### config.mk
export PLATFORM = sky130hd
export DESIGN_NAME = desired_drive_seq
export DESIGN_NICKNAME = d
export VERILOG_FILES = /design/src/rtl/desired_drive_seq_pkg.sv /design/src/rtl/desired_drive_seq_drv_mult.sv /design/src/rtl/desired_drive_seq.sv
export SDC_FILE = /design/constraint.sdc
export NUM_CORES = 1
export LEC_CHECK = 0
export CORE_ASPECT_RATIO = 1.5
export CORE_MARGIN = 4
export CORE_UTILIZATION = 40
export DETAILED_ROUTE_END_ITERATION = 6
export SLEW_MARGIN = 20
export SYNTH_ARGS = -nofsm -noshare
export SYNTH_HDL_FRONTEND = slang
export SYNTH_SLANG_ARGS = --single-unit
### constraint.sdc
create_clock -name clk -period 15.8 [get_ports clk]
set_input_delay 3.16 -clock clk [delete_from_list [all_inputs] [get_ports clk]]
set_output_delay 3.16 -clock clk [all_outputs]
set_load 0.05 [all_outputs]
### src/rtl/desired_drive_seq_pkg.sv
// Shared types, widths and helpers for the assist-current sequencer.
// Latency: n/a (declarations and a pure combinational helper only).
// Backpressure: n/a.
package desired_drive_pkg;

  localparam logic [11:0] TORQUE_MIN_DEF = 12'h380;

  localparam int W_TORQUE = 12;  // avg_torque, torque_pos, target_curr
  localparam int W_TOFF   = 13;  // torque minus offset, sign bit on top
  localparam int W_LIM    = 9;   // incline_lim and multiplier B operand
  localparam int W_CF     = 6;   // cadence_factor
  localparam int W_CS     = 8;   // cadence_factor * setting
  localparam int W_A      = 21;  // multiplier A operand and p1
  localparam int W_PROD   = 29;  // final product kept for saturation
  localparam int W_RES    = W_A + W_LIM;

  // Product bits that force full scale, and the slice that becomes the output
  localparam int SAT_HI = 28;
  localparam int SAT_LO = 26;
  localparam int OUT_HI = 25;
  localparam int OUT_LO = 14;

  typedef enum logic [1:0] {
    IDLE  = 2'd0,
    MUL_A = 2'd1,
    MUL_B = 2'd2,
    SAT   = 2'd3
  } state_t;

  // Clip incline to 10b signed, bias by +256, clamp to the 9b unsigned range
  function automatic logic [W_LIM-1:0] incline_limit(input logic signed [12:0] inc);
    logic signed [9:0]  inc_sat;
    logic signed [10:0] factor;
    if (inc > 13'sd511)
      inc_sat = 10'sd511;
    else if (inc < -13'sd512)
      inc_sat = -10'sd512;
    else
      inc_sat = inc[9:0];
    factor = {inc_sat[9], inc_sat} + 11'sd256;
    if (factor[10])
      return '0;
    else if (factor > 11'sd511)
      return 9'd511;
    else
      return factor[8:0];
  endfunction

endpackage

### src/rtl/desired_drive_seq_drv_mult.sv
// Shared unsigned 21x9 multiplier with MUL_LAT register stages, no reset on data.
// Latency: MUL_LAT cycles from operands to p.
// Backpressure: none; loads every cycle, the sequencer decides when p is meaningful.
module drv_mult
  import desired_drive_pkg::*;
#(
  parameter int MUL_LAT = 1
) (
  input  logic             clk,
  input  logic [W_A-1:0]   a,
  input  logic [W_LIM-1:0] b,
  output logic [W_RES-1:0] p
);

  logic [W_RES-1:0] pipe_q [MUL_LAT];

  // Multiply into the first stage, then shift down the pipeline
  always_ff @(posedge clk) begin
    pipe_q[0] <= {{W_LIM{1'b0}}, a} * {{W_A{1'b0}}, b};
    for (int i = 1; i < MUL_LAT; i++)
      pipe_q[i] <= pipe_q[i-1];
  end

  assign p = pipe_q[MUL_LAT-1];

endmodule

### src/rtl/desired_drive_seq.sv
// Assist-current sequencer: two passes through one shared multiplier, then saturate.
// Latency: calc_done 2*MUL_LAT+3 cycles after the start edge (2 with ZERO_SHORTCUT_EN on a zero factor).
// Backpressure: strt_calc is ignored while busy; nothing is queued. Option macro: ZERO_SHORTCUT_EN.
module desired_drive_seq
  import desired_drive_pkg::*;
#(
  parameter logic [11:0] TORQUE_MIN = TORQUE_MIN_DEF,
  parameter int          MUL_LAT    = 1
) (
  input  logic                clk,
  input  logic                rst_n,
  input  logic                strt_calc,
  input  logic [W_TORQUE-1:0] avg_torque,
  input  logic [4:0]          cadence_vec,
  input  logic [12:0]         incline,
  input  logic [1:0]          setting,
  output logic [W_TORQUE-1:0] target_curr,
  output logic                busy,
  output logic                calc_done
);

  // MUL_A spends one extra cycle so p1 can be fed straight back into the multiplier
  localparam logic [1:0] LAST_A = 2'(MUL_LAT);
  localparam logic [1:0] LAST_B = 2'(MUL_LAT - 1);

  state_t                state_q;
  logic [1:0]            cnt_q;
  logic [W_TORQUE-1:0]   torque_pos_q;
  logic [W_LIM-1:0]      incline_lim_q;
  logic [W_CS-1:0]       cs_q;
  logic [W_A-1:0]        p1_q;
  logic [W_PROD-1:0]     prod_q;

  logic [W_TOFF-1:0]     torque_off;
  logic [W_TORQUE-1:0]   torque_pos;
  logic [W_LIM-1:0]      incline_lim;
  logic [W_CF-1:0]       cadence_factor;
  logic [W_CS-1:0]       cs;
  logic [W_A-1:0]        mul_a;
  logic [W_LIM-1:0]      mul_b;
  logic [W_RES-1:0]      mul_p;
  logic                  mul_p_unused;

  // Factors from the live inputs; only the start edge registers them
  always_comb begin
    torque_off     = {1'b0, avg_torque} - {1'b0, TORQUE_MIN};
    torque_pos     = torque_off[W_TOFF-1] ? '0 : torque_off[W_TORQUE-1:0];
    incline_lim    = incline_limit(incline);
    cadence_factor = (cadence_vec > 5'd1) ? ({1'b0, cadence_vec} + 6'd32) : '0;
    cs             = ({2'b00, cadence_factor} & {W_CS{setting[0]}})
                   + ({1'b0, cadence_factor, 1'b0} & {W_CS{setting[1]}});
  end

  // Operand select; last MUL_A cycle presents the fresh p1 so pass two starts immediately
  always_comb begin
    mul_a = {{(W_A-W_TORQUE){1'b0}}, torque_pos_q};
    mul_b = incline_lim_q;
    if (state_q == MUL_A && cnt_q == LAST_A) begin
      mul_a = mul_p[W_A-1:0];
      mul_b = {1'b0, cs_q};
    end else if (state_q == MUL_B) begin
      mul_a = p1_q;
      mul_b = {1'b0, cs_q};
    end
  end

  drv_mult #(.MUL_LAT(MUL_LAT)) u_mult (
    .clk (clk),
    .a   (mul_a),
    .b   (mul_b),
    .p   (mul_p)
  );

  // Top product bit is always zero for in-range operands
  assign mul_p_unused = mul_p[W_RES-1];

  // Sequencer FSM with registered outputs
  always_ff @(posedge clk or negedge rst_n) begin
    if (!rst_n) begin
      state_q       <= IDLE;
      cnt_q         <= '0;
      torque_pos_q  <= '0;
      incline_lim_q <= '0;
      cs_q          <= '0;
      p1_q          <= '0;
      prod_q        <= '0;
      target_curr   <= '0;
      busy          <= 1'b0;
      calc_done     <= 1'b0;
    end else begin
      calc_done <= 1'b0;
      case (state_q)
        IDLE: begin
          if (strt_calc) begin
            torque_pos_q  <= torque_pos;
            incline_lim_q <= incline_lim;
            cs_q          <= cs;
            cnt_q         <= '0;
            busy          <= 1'b1;
`ifdef ZERO_SHORTCUT_EN
            if (torque_pos == '0 || incline_lim == '0 || cs == '0) begin
              prod_q  <= '0;
              state_q <= SAT;
            end else begin
              state_q <= MUL_A;
            end
`else
            state_q <= MUL_A;
`endif
          end
        end
        MUL_A: begin
          if (cnt_q == LAST_A) begin
            p1_q    <= mul_p[W_A-1:0];
            cnt_q   <= '0;
            state_q <= MUL_B;
          end else begin
            cnt_q <= cnt_q + 2'd1;
          end
        end
        MUL_B: begin
          if (cnt_q == LAST_B) begin
            prod_q  <= mul_p[W_PROD-1:0];
            state_q <= SAT;
          end else begin
            cnt_q <= cnt_q + 2'd1;
          end
        end
        SAT: begin
          target_curr <= (|prod_q[SAT_HI:SAT_LO]) ? 12'hFFF : prod_q[OUT_HI:OUT_LO];
          calc_done   <= 1'b1;
          busy        <= 1'b0;
          state_q     <= IDLE;
        end
        default: state_q <= IDLE;
      endcase
    end
  end

endmodule

After elaboration in Yosys (flattened, before gate mapping)
Memories as Yosys holds them, arrays and structs flattened.
Cells that the tools add are included.
W data, S select, Z words.
{"block": "classes", "n_eq_ne": 8, "n_bitwise": 2, "n_addsub": 5, "order_cmp": 4, "n_mul": 1, "mux": 22, "n_reduce_logical": 12}
{"op": "$mux W21", "count": 2}
{"op": "$mux W9", "count": 4}
{"op": "$mul A21 B9 Y30", "count": 1}
{"op": "$mux W12", "count": 2}
{"op": "$mux W10", "count": 2}
{"op": "$gt A13 B10 Y1 const B", "count": 1}
{"op": "$lt A13 B10 Y1 const B", "count": 1}
{"op": "$sub A12 B10 Y13 const B", "count": 1}
{"op": "$mux W2", "count": 6}
{"op": "$add A10 B10 Y11 const B", "count": 1}
{"op": "$gt A11 B10 Y1 const B", "count": 1}
{"op": "$add A8 B8 Y8", "count": 1}
{"op": "$and A6 B8 Y8", "count": 1}
{"op": "$and A7 B8 Y8", "count": 1}
{"op": "$pmux W2 S4", "count": 1}
{"op": "$reduce_and A2 Y1", "count": 4}
{"op": "$add A5 B6 Y6 const B", "count": 1}
{"op": "$mux W6", "count": 1}
{"op": "$pmux W2 S3", "count": 1}
{"op": "$reduce_and A3 Y1", "count": 2}
{"op": "$gt A5 B1 Y1 const B", "count": 1}
{"op": "$eq A2 B1 Y1 const B", "count": 2}
{"op": "$eq A2 B2 Y1 const B", "count": 2}
{"op": "$logic_not A2 Y1", "count": 2}
{"op": "9 further kinds", "count": 12}
{"block": "word_totals", "memories": 1, "mem_bits_rw": 30, "ff_bits": 97, "out_inout_bits": 14, "word_cells": 65}
{"name": "u_mult.pipe_q", "depth": 1, "width": 30, "read_ports": 1, "rd_clocked_by_memory_dff": 0, "write_ports": 1, "line_no": "desired_drive_seq_drv_mult.sv:15", "source": "logic [W_RES-1:0] pipe_q [MUL_LAT];"}

Logic depth before layout (Yosys ltp)
Gate-level depths: netlist of the first run.
{"block": "depth", "ltp_word": 7, "mapped_depth": 27, "mapped_depth_nobuf": 24}

By module
From an unflattened synthesis of the first run, not the netlist that was laid out.
{"block": "hier_totals", "cells_unflattened": 1156, "hier_area_um2": 10842.9}
{"module": "drv_mult", "n_inst": 1, "area_each_um2": 6716.4, "cells_per_inst": 754, "seq_area_each_um2": 600.6}
{"module": "desired_drive_seq", "n_inst": 1, "area_each_um2": 4126.5, "cells_per_inst": 402, "seq_area_each_um2": 2077.0}

Least setup slack after synthesis of the first run
No wires, ideal clock.
{"block": "synth_timing", "path_kind": "register to register", "start": "reg state_q[0]", "end": "mem u_mult.pipe_q[0][27] in the netlist's numbering", "t_arrival_ns": 6.145, "path_buffers": 3, "setup_time_ns": 0.121, "required_ns": 15.679, "path_stages_with_launch": 23, "slack_ns": 9.533, "synth_period_minus_slack_ns": 6.267, "path_cell_list": "dfrtp_1 inv_1 ha_1 clkbuf_1 a21oi_1 buf_2 mux2i_1 clkbuf_1 nor2_1 fa_1 fa_1 fa_1 inv_1 fa_1 inv_1 ha_1 a21oi_1 o21ai_0 a2111o_1 or3_4 and3_4 a221oi_2 o21bai_1"}
{"block": "synth_between", "elab_chain_cells": 4}
{"item": "start: declaration", "line_no": "desired_drive_seq.sv:26", "source": "state_t state_q;"}
{"item": "start signal: assignment", "line_no": "desired_drive_seq.sv:80", "source": "state_q <= IDLE;"}
{"item": "start signal: assignment", "line_no": "desired_drive_seq.sv:108", "source": "state_q <= MUL_A;"}
{"item": "start signal: assignment", "line_no": "desired_drive_seq.sv:116", "source": "state_q <= MUL_B;"}
{"item": "$eq A2 B2 Y1 or $eq A2 B1 Y1 (tied branches)", "line_no": "desired_drive_seq.sv:61, desired_drive_seq.sv:58"}
{"item": "$mux W21 (tied with other cells)", "line_no": "desired_drive_seq.sv:61", "source": "end else if (state_q == MUL_B) begin"}
{"item": "$mux W21 or $mux W9 (tied branches)", "line_no": "desired_drive_seq.sv:58", "source": "if (state_q == MUL_A && cnt_q == LAST_A) begin"}
{"item": "$mul A21 B9 Y30 *", "line_no": "desired_drive_seq_drv_mult.sv:19", "source": "pipe_q[0] <= {{W_LIM{1'b0}}, a} * {{W_A{1'b0}}, b};"}
{"item": "end: declaration", "line_no": "desired_drive_seq_drv_mult.sv:15"}
Mark *: on every way between the ends. The rest lies on a longest branch, timed or not.

Final worst setup path of the first run
Ends and elaborated chain as after synthesis.

==> impl_metrics.json, run 1 <==
{
  "ys.flop_type": "dfrtp_1",
  "finClkSkew_ns": 0.0146,
  "critPathBufInv": 4,
  "use_met2": 0.346,
  "top_usage_layer": "met2",
  "syn_avg_cell_area_um2": 9.36,
  "drtIter0Drc": 488,
  "vias_per_cell": 5.18,
  "yosys-top-cells-area": "fa_1 (26%), dfrtp_1 (20%), ha_1 (7.7%), inv_1 (6.4%), dfxtp_1 (5.6%)",
  "n_fill_cell": 2558,
  "wl_per_cell_um": 16.8,
  "synth_cell_types": 57,
  "overflow": 0,
  "critical_path_class": "flop to flop",
  "hold_class": "flop to flop",
  "wl_um": 25000,
  "finalCritPeriodShare": 0.443,
  "antenna_cells": 0,
  "post-cts-setup-buffers": 0,
  "grt_pass1_vias": 8104,
  "synth_common_cells": "inv_1 (177), nand2_1 (138), fa_1 (134)",
  "vias": 7692,
  "timing.final.max_slew_violations": 0,
  "path_delay_family": "adder cells",
  "antenna_left": 0,
  "synth_top_area_frac": 0.257,
  "drv_cap": 0,
  "portBuffers": 48,
  "syn-num-nets": 1348,
  "crit_chain": "inv_1, ha_1, nand2b_1, nand2_1, nand2_1, nand2_1, fa_1, inv_1, fa_1, fa_1, inv_1, fa_1, inv_1, ha_1, a21oi_1, o21ai_0, a2111o_1, or3_4, and3_4, a221oi_2, o21bai_1",
  "relSlewSlack": 0.318,
  "gp_congestion": 0.878,
  "clkTransAtPathRegs_ns": 0.09,
  "critPathLaunchType": "flop",
  "ys.warnings.count": 0,
  "dpl.cell_count": 1468,
  "path_max_fanout": 19,
  "core-area_mm2": 0.0258,
  "hold_viol_final": 0,
  "synth-seq-area-share": 0.255,
  "fin_tns_setup_ns": 0,
  "required_ns": 16.06,
  "cp-end-kind": "flop",
  "ios": 49,
  "synth-edff-count": 0,
  "drive_above_1_share": 0.0660,
  "post_cts_resize_count": 0,
  "use_met1": 0.201,
  "syn2layout_area_growth_pct": 10.8,
  "htreeDepth": 3,
  "tritoncts": "done",
  "rsz0062_at_grt": "no",
  "status": "finished clean",
  "grt_use_total": 0.180,
  "use_met3": 0.0184,
  "cts.sinks": 112,
  "drt_pass1_iterations": 5,
  "grt_max_degree": 74,
  "max_freq_ghz": 0.143,
  "synth_most_common_cell": "inv_1",
  "grt_pass1_wl_um": 41300,
  "hpwl_um": 20300,
  "slowest_delay_ns": 0.85,
  "num_rows": 72,
  "ys_async_sr_fraction": 0.741,
  "cp.arrival_ns": 7.26,
  "clock_latency_ns": 0.36,
  "syn_inst": 1115,
  "worst_pin_slew_ns": 1.02,
  "die_area_mm2": 0.0288,
  "postCtsHoldBufs": 0,
  "synth.cell_area_mm2": 0.0104,
  "final_cells": 1484,
  "synth.largest_area_cell": "fa_1",
  "clockBufferDepth": 2,
  "dieWidth_um": 140,
  "grt_antenna_before_repair": 0,
  "cts_root_buffer": "clkbuf_16",
  "min_period_ns": 7.00,
  "cts_inserted_buffers": 9,
  "initial_core_util": 0.405,
  "ys_ff_latch": 112,
  "setup_viol_count_final": 0,
  "slowest_stage": "ha_1",
  "final_nets": 1379,
  "die_h_um": 206,
  "drc": 0
}
==> worst register-to-register path, delay by kind of cell, from the launching register on <==
kind	cells	cell delay (ns)
compound gates	5	1.03
fa+ha+maj	6	3.27
buf+inv	4	0.27
flops	1	0.42
simple gates	6	1.89
==> final timing paths <==
path / start / end / slack (ns) / cells past startpoint
setup / recovery: state_q[0] / u_mult.pipe_q[0][27] / 8.80 / 21
hold / removal: u_mult.pipe_q[0][26] / prod_q[26] / 0.47 / 1
setup reg to reg: state_q[0] / u_mult.pipe_q[0][27] / 8.80 / 21
hold reg to reg: u_mult.pipe_q[0][26] / prod_q[26] / 0.47 / 1
max in group asynchronous: rst_n / p1_q[11] / 11.99 / 2
min in group asynchronous: rst_n / target_curr[11] / 2.60 / 1
==> state kept, by name, summed over array words and instances (netlist names) <==
signal,cells
cnt_q,2
cs_q,8
p1_q,21
target_curr,12
incline_lim_q,9
calc_done,1
torque_pos_q,12
prod_q,15
u_mult.pipe_q,29
busy,1
state_q,2
==> layout by cell type (no fill, tap or decap), types with 10 or more instances in the layout <==
master,synthesis,final
dfxtp_1,29,29
clkdlybuf4s50_1,0,47
a22o_1,10,10
and3_1,16,16
ha_1,64,64
o21ai_0,44,44
a21oi_1,34,34
nor2_1,98,98
o21a_1,18,18
nand2b_1,15,15
mux2i_1,21,21
fa_1,134,134
and2_1,25,25
xor2_1,10,10
nor3_1,10,10
inv_1,177,177
nand2_1,138,137
dfrtp_1,83,83
mux2_2,35,35
buf_4,0,11
xnor2_1,18,18
o22a_1,14,14
==> per-layer routing <==
metal	part of all wire	vias to the layer above	routed length, um
met4	0.038	0	938
met1	0.37	3896	9320
li1	-	3638	-
met5	0	-	0
met3	0.020	42	507
met2	0.57	116	14200
==> area by class of cell <==
type,instances,area (um2),share of cell area
inverters,177,664,0.0574
clock inverters,7,78.8,0.00682
multi-input cells,788,6970,0.603
well taps,333,417,0.0360
flip-flops and latches,112,2660,0.230
clock buffers,9,225,0.0195
repair buffers,58,553,0.0478
==> cell families (layout without fill, tap and decap cells) <==
| group | Yosys count | count (layout) | share of synthesized area |
|---|---|---|---|
| fa+ha+maj | 198 | 198 | 0.334 |
| simple gates | 337 | 337 | 0.145 |
| mux | 56 | 56 | 0.0579 |
| other cells | 2 | 2 | 0.000720 |
| xor+xnor | 28 | 28 | 0.0235 |
| flops | 112 | 112 | 0.255 |
| compound gates | 167 | 167 | 0.106 |
| buf+inv | 215 | 251 | 0.0776 |
==> per-stage QoR <==
stage | util | instance area, um2 | setup slack (ns) | hold WS, ns
after floorplan | - | 10400 | 9.53 | 0.440
after global placement | 0.437 | 11300 | 9.00 | 0.450
after detailed placement | 0.437 | 11300 | 8.86 | 0.450
after CTS | 0.449 | 11600 | 8.82 | 0.469
after global routing | 0.449 | 11600 | 8.32 | 0.486
final | 0.449 | 11600 | 8.80 | 0.466
Power of run 1 is not shown: default switching activity piles up to over one toggle a cycle in this logic, so the estimate is an artifact.
==> run 2, diff against run 1 <==
- clock period: 15.8 -> 5.85 ns (I/O delays scaled with it)
==> impl_metrics.json, run 2 (synthesized netlist as in run 1, its figures left out) <==
{
  "status": "finished clean",
  "drv_cap": 0,
  "dieWidth_um": 140,
  "core-area_mm2": 0.0258,
  "finClkSkew_ns": 0.0148,
  "antenna_cells": 0,
  "ios": 49,
  "drtIter0Drc": 491,
  "cts_inserted_buffers": 9,
  "critPathBufInv": 7,
  "worst_pin_slew_ns": 0.861,
  "wl_um": 27200,
  "slowest_stage": "fa_1",
  "hold_viol_final": 0,
  "finalCritPeriodShare": 0.988,
  "max_freq_ghz": 0.173,
  "hpwl_um": 21900,
  "drc": 0,
  "overflow": 0,
  "path_max_fanout": 7,
  "rsz0062_at_grt": "yes",
  "hold_start": "u_mult.pipe_q[0][22]",
  "htreeDepth": 3,
  "drt_pass1_iterations": 5,
  "hold_ws_ns": 0.469,
  "crit_path_start": "state_q[1]",
  "critical_path_class": "flop to flop",
  "crit_chain": "buf_6, ha_4, a21oi_4, buf_6, mux2i_1, buf_4, buf_4, buf_4, nor2_2, fa_1, fa_1, fa_1, inv_1, fa_1, inv_1, ha_4, a21o_1, a2111o_1, or3_4, and3_4, a221oi_2, o21bai_1",
  "postCtsHoldBufs": 0,
  "mostFrequentLayoutCell": "inv_1",
  "clkTransAtPathRegs_ns": 0.09,
  "path_delay_family": "adder cells",
  "initial_core_util": 0.405,
  "vias": 8258,
  "r2r-start": "state_q[1]",
  "grt_antenna_before_repair": 0,
  "hold_class": "flop to flop",
  "wl_per_cell_um": 16.8,
  "grt_use_total": 0.190,
  "clockBufferDepth": 2,
  "cts_root_buffer": "clkbuf_16",
  "num_rows": 72,
  "gp_congestion": 0.914,
  "grt_pass1_vias": 8507,
  "min_period_ns": 5.78,
  "setup_viol_count_final": 0,
  "portBuffers": 48,
  "reg_top3": "u_mult.pipe_q x29, p1_q x21, prod_q x15",
  "die_h_um": 206,
  "setup_slack_ns": 0.0702,
  "timing.final.max_slew_violations": 0,
  "grt_pass1_wl_um": 43000,
  "syn2layout_area_growth_pct": 25.4,
  "largest_reg_flops": 29,
  "n_fill_cell": 2456,
  "grt_max_degree": 64,
  "critPathLaunchType": "flop",
  "cp.arrival_ns": 6.05,
  "multi_input_area_mm2": 0.00734,
  "die_area_mm2": 0.0288,
  "required_ns": 6.12,
  "final_nets": 1511,
  "mostFrequentLayoutCells": "inv_1 (167), nand2_1 (130), buf_4 (127)",
  "dp_slack_ns": -0.135,
  "antenna_left": 0,
  "path_common_cell": "fa_1",
  "cp-end-kind": "flop",
  "relSlewSlack": 0.426,
  "tritoncts": "done",
  "cts.sinks": 112,
  "vias_per_cell": 5.11,
  "regMostFlops": "u_mult.pipe_q",
  "drive_above_1_share": 0.214,
  "clock_latency_ns": 0.37,
  "regArea_mm2": 0.00266,
  "slowest_delay_ns": 0.54
}
## run 2: changes by cell type in the layout (fill, tap and decap cells not counted), moves of 6 or more
cell     delta
buf_12      +6
buf_4     +116
buf_6       +8
fa_1        -8
fa_2        +8
ha_1       -12
ha_4       +10
inv_1      -10
inv_2      +10
mux2i_1     -6
nand2_1     -7
o21ai_0    -11
o21ai_1     +7
## run 2: path summary, 6_finish.rpt
kind / to / slack [ns] / cells past startpoint
worst max-delay path: u_mult.pipe_q[0][27] / 0.07 / 22
worst min-delay path: prod_q[22] / 0.47 / 1
worst max register to register: u_mult.pipe_q[0][27] / 0.07 / 22
worst min register to register: prod_q[22] / 0.47 / 1
max in group asynchronous: p1_q[10] / 4.04 / 2
min in group asynchronous: target_curr[11] / 0.65 / 1
## run 2: what timing repair did
action	in CTS	in global routing
cloned	1	2
gates resized for setup	13	81
setup endpoints to repair	4	12
buffers inserted	6	14
pin swaps	3	55
## run 2: metrics by stage
stage               setup TNS, ns  area, um2  std cells   util
floorplan                       0      10500       1115      -
global placement           -0.188      12100       1577  0.471
detailed placement         -0.308      12100       1577  0.471
CTS                             0      12600       1600  0.488
global route               -0.226      13100       1616  0.508
finish                          0      13100       1616  0.508
## run 2: area by class of cell
type	instances	share of cell area
well taps	333	0.0318
flip-flops and latches	112	0.203
repair buffers	190	0.129
clock inverters	7	0.00717
clock buffers	9	0.0172
multi-input cells	788	0.561
inverters	177	0.0508
## run 2: routing by layer
layer  part of all wire  global-route usage  routed length [um]
met4              0.038              0.0772                1020
met2               0.58               0.369               15700
met5                  0                   0                   0
met1               0.36               0.207                9700
met3              0.026              0.0223                 709
Power of run 2 is left out for the same reason.
==> run 3, diff against run 2 <==
--- a/config.mk
+++ b/config.mk
@@ -10,4 +10,5 @@
 export CORE_UTILIZATION = 40
 export DETAILED_ROUTE_END_ITERATION = 6
+export REMOVE_ABC_BUFFERS = 1
 export SLEW_MARGIN = 20
 export SYNTH_ARGS = -nofsm -noshare
==> constraint.sdc (replaced) <==
create_clock -name clk -period 5.85 [get_ports clk]
set_input_delay 1.4625 -clock clk [delete_from_list [all_inputs] [get_ports clk]]
set_output_delay 1.4625 -clock clk [all_outputs]
set_load 0.05 [all_outputs]
==> impl_metrics.json, run 3 (synthesized netlist as in run 1, its figures left out) <==
{
  "status": "finished clean",
  "critical_path_class": "flop to flop",
  "mostFrequentLayoutCells": "inv_1 (173), buf_4 (139), fa_1 (131)",
  "clockBufferDepth": 2,
  "required_ns": 6.12,
  "antenna_left": 0,
  "grt_max_degree": 71,
  "reg_top3": "u_mult.pipe_q x29, p1_q x21, prod_q x15",
  "initial_core_util": 0.405,
  "wl_met1_um": 9760,
  "cp.arrival_ns": 5.97,
  "grt_antenna_before_repair": 0,
  "core-area_mm2": 0.0258,
  "n_fill_cell": 2470,
  "vias_per_cell": 5.06,
  "hpwl_um": 21900,
  "drc": 0,
  "setup_slack_ns": 0.151,
  "dieWidth_um": 140,
  "vias": 8226,
  "setup_viol_count_final": 0,
  "finalCritPeriodShare": 0.974,
  "overflow": 0,
  "hold_viol_final": 0,
  "wl_per_cell_um": 16.5,
  "largest_reg_flops": 29,
  "path_max_fanout": 6,
  "num_rows": 72,
  "crit_chain": "buf_6, ha_4, a21oi_4, buf_12, clkbuf_16, nand2_1, nand2_2, buf_12, nand2_2, fa_1, inv_1, fa_1, fa_1, inv_1, fa_1, inv_1, ha_4, a21oi_2, o21ai_2, a2111o_1, or3_4, and3_4, a221oi_2, o21bai_1",
  "tritoncts": "done",
  "final_nets": 1520,
  "grt_pass1_vias": 8601,
  "critPathLaunchType": "flop",
  "min_period_ns": 5.70,
  "timing.final.max_slew_violations": 0,
  "mostFrequentLayoutCell": "inv_1",
  "multi_input_area_mm2": 0.00730,
  "gp_congestion": 0.895,
  "cts_root_buffer": "clkbuf_16",
  "clock_latency_ns": 0.38,
  "fin_tns_setup_ns": 0,
  "clkTransAtPathRegs_ns": 0.09,
  "grt_pass1_wl_um": 43400,
  "cts.sinks": 112,
  "wl_um": 26900,
  "regMostFlops": "u_mult.pipe_q",
  "finClkSkew_ns": 0.0144,
  "path_delay_family": "adder cells",
  "drtIter0Drc": 506,
  "cp-end-kind": "flop",
  "routed.top_layer": "met4",
  "die_area_mm2": 0.0288,
  "slowest_delay_ns": 0.56,
  "relSlewSlack": 0.359,
  "htreeDepth": 3,
  "ios": 49,
  "slowest_stage": "fa_1",
  "regArea_mm2": 0.00266,
  "postCtsHoldBufs": 0,
  "dr_wl_met2_um": 15200,
  "portBuffers": 48,
  "die_h_um": 206,
  "hold_class": "flop to flop",
  "grt_use_total": 0.192,
  "syn2layout_area_growth_pct": 25.5,
  "worst_pin_slew_ns": 0.958,
  "max_freq_ghz": 0.175,
  "path_common_cell": "fa_1",
  "critPathBufInv": 7,
  "dp_slack_ns": -0.173,
  "antenna_cells": 0,
  "drt_pass1_iterations": 6,
  "drv_cap": 0,
  "cts_inserted_buffers": 9,
  "drive_above_1_share": 0.211,
  "wl_met3_um": 522
}
## run 3: cell types whose count changed in the layout (fill, tap and decap cells not counted), moves of 5 or more
cell	delta
fa_2	-5
o21ai_0	+5
inv_1	+6
buf_4	+12
o21ai_1	-6
fa_1	+5
inv_2	-6
## run 3: routing by layer
metal / vias up / GRT usage
li1: 3921 / -
met1: 4149 / 0.208
met2: 110 / 0.368
met3: 46 / 0.0205
met4: 0 / 0.0925
met5: - / 0
## run 3: worst reg2reg max path, stage by stage (launching register included)
cell and delay (ns):
dfrtp_1 0.42, buf_6 0.13, ha_4 0.19, a21oi_4 0.21
buf_12 0.14, clkbuf_16 0.13, nand2_1 0.06, nand2_2 0.09
buf_12 0.12, nand2_2 0.06, fa_1 0.53, inv_1 0.06
fa_1 0.46, fa_1 0.56, inv_1 0.06, fa_1 0.54
inv_1 0.07, ha_4 0.24, a21oi_2 0.15, o21ai_2 0.08
a2111o_1 0.43, or3_4 0.36, and3_4 0.20, a221oi_2 0.23
o21bai_1 0.08
## run 3: worst paths after layout
| check | startpoint | end | slack, ns | depth (start not counted) |
|---|---|---|---|---|
| worst min register to register | u_mult.pipe_q[0][28] | prod_q[28] | 0.46 | 1 |
| max in group asynchronous | rst_n | torque_pos_q[1] | 3.77 | 2 |
| worst max-delay path | state_q[0] | u_mult.pipe_q[0][27] | 0.15 | 24 |
| min in group asynchronous | rst_n | target_curr[9] | 0.91 | 1 |
| worst max register to register | state_q[0] | u_mult.pipe_q[0][27] | 0.15 | 24 |
| worst min-delay path | u_mult.pipe_q[0][28] | prod_q[28] | 0.46 | 1 |
## run 3: stage by stage
| stage | std cells | util | area, um2 | hold WS [ns] |
|---|---|---|---|---|
| after global placement | 1585 | 0.473 | 12200 | 0.446 |
| after global routing | 1625 | 0.508 | 13100 | 0.472 |
| after detailed placement | 1585 | 0.473 | 12200 | 0.453 |
| final | 1625 | 0.508 | 13100 | 0.462 |
| after CTS | 1601 | 0.487 | 12500 | 0.471 |
| after floorplan | 1077 | - | 10300 | 0.440 |
## run 3: final cells by class
| cell class | instances | area share |
|---|---|---|
| Sequential cell | 112 | 0.203 |
| Tap cell | 333 | 0.0318 |
| Timing Repair Buffer | 199 | 0.131 |
| Inverter | 177 | 0.0507 |
| Clock inverter | 7 | 0.00831 |
| Multi-Input combinational cell | 788 | 0.557 |
| Clock buffer | 9 | 0.0172 |
## run 3: what timing repair did
| action | 4_1_cts | 5_1_grt |
|---|---|---|
| resized for setup | 11 | 71 |
| pin swaps | 1 | 45 |
| endpoints found under the hold margin | 0 | 0 |
| setup endpoints to repair | 7 | 12 |
| cloned | 0 | 1 |
| buffers inserted | 0 | 23 |
Power of run 3 is left out for the same reason.
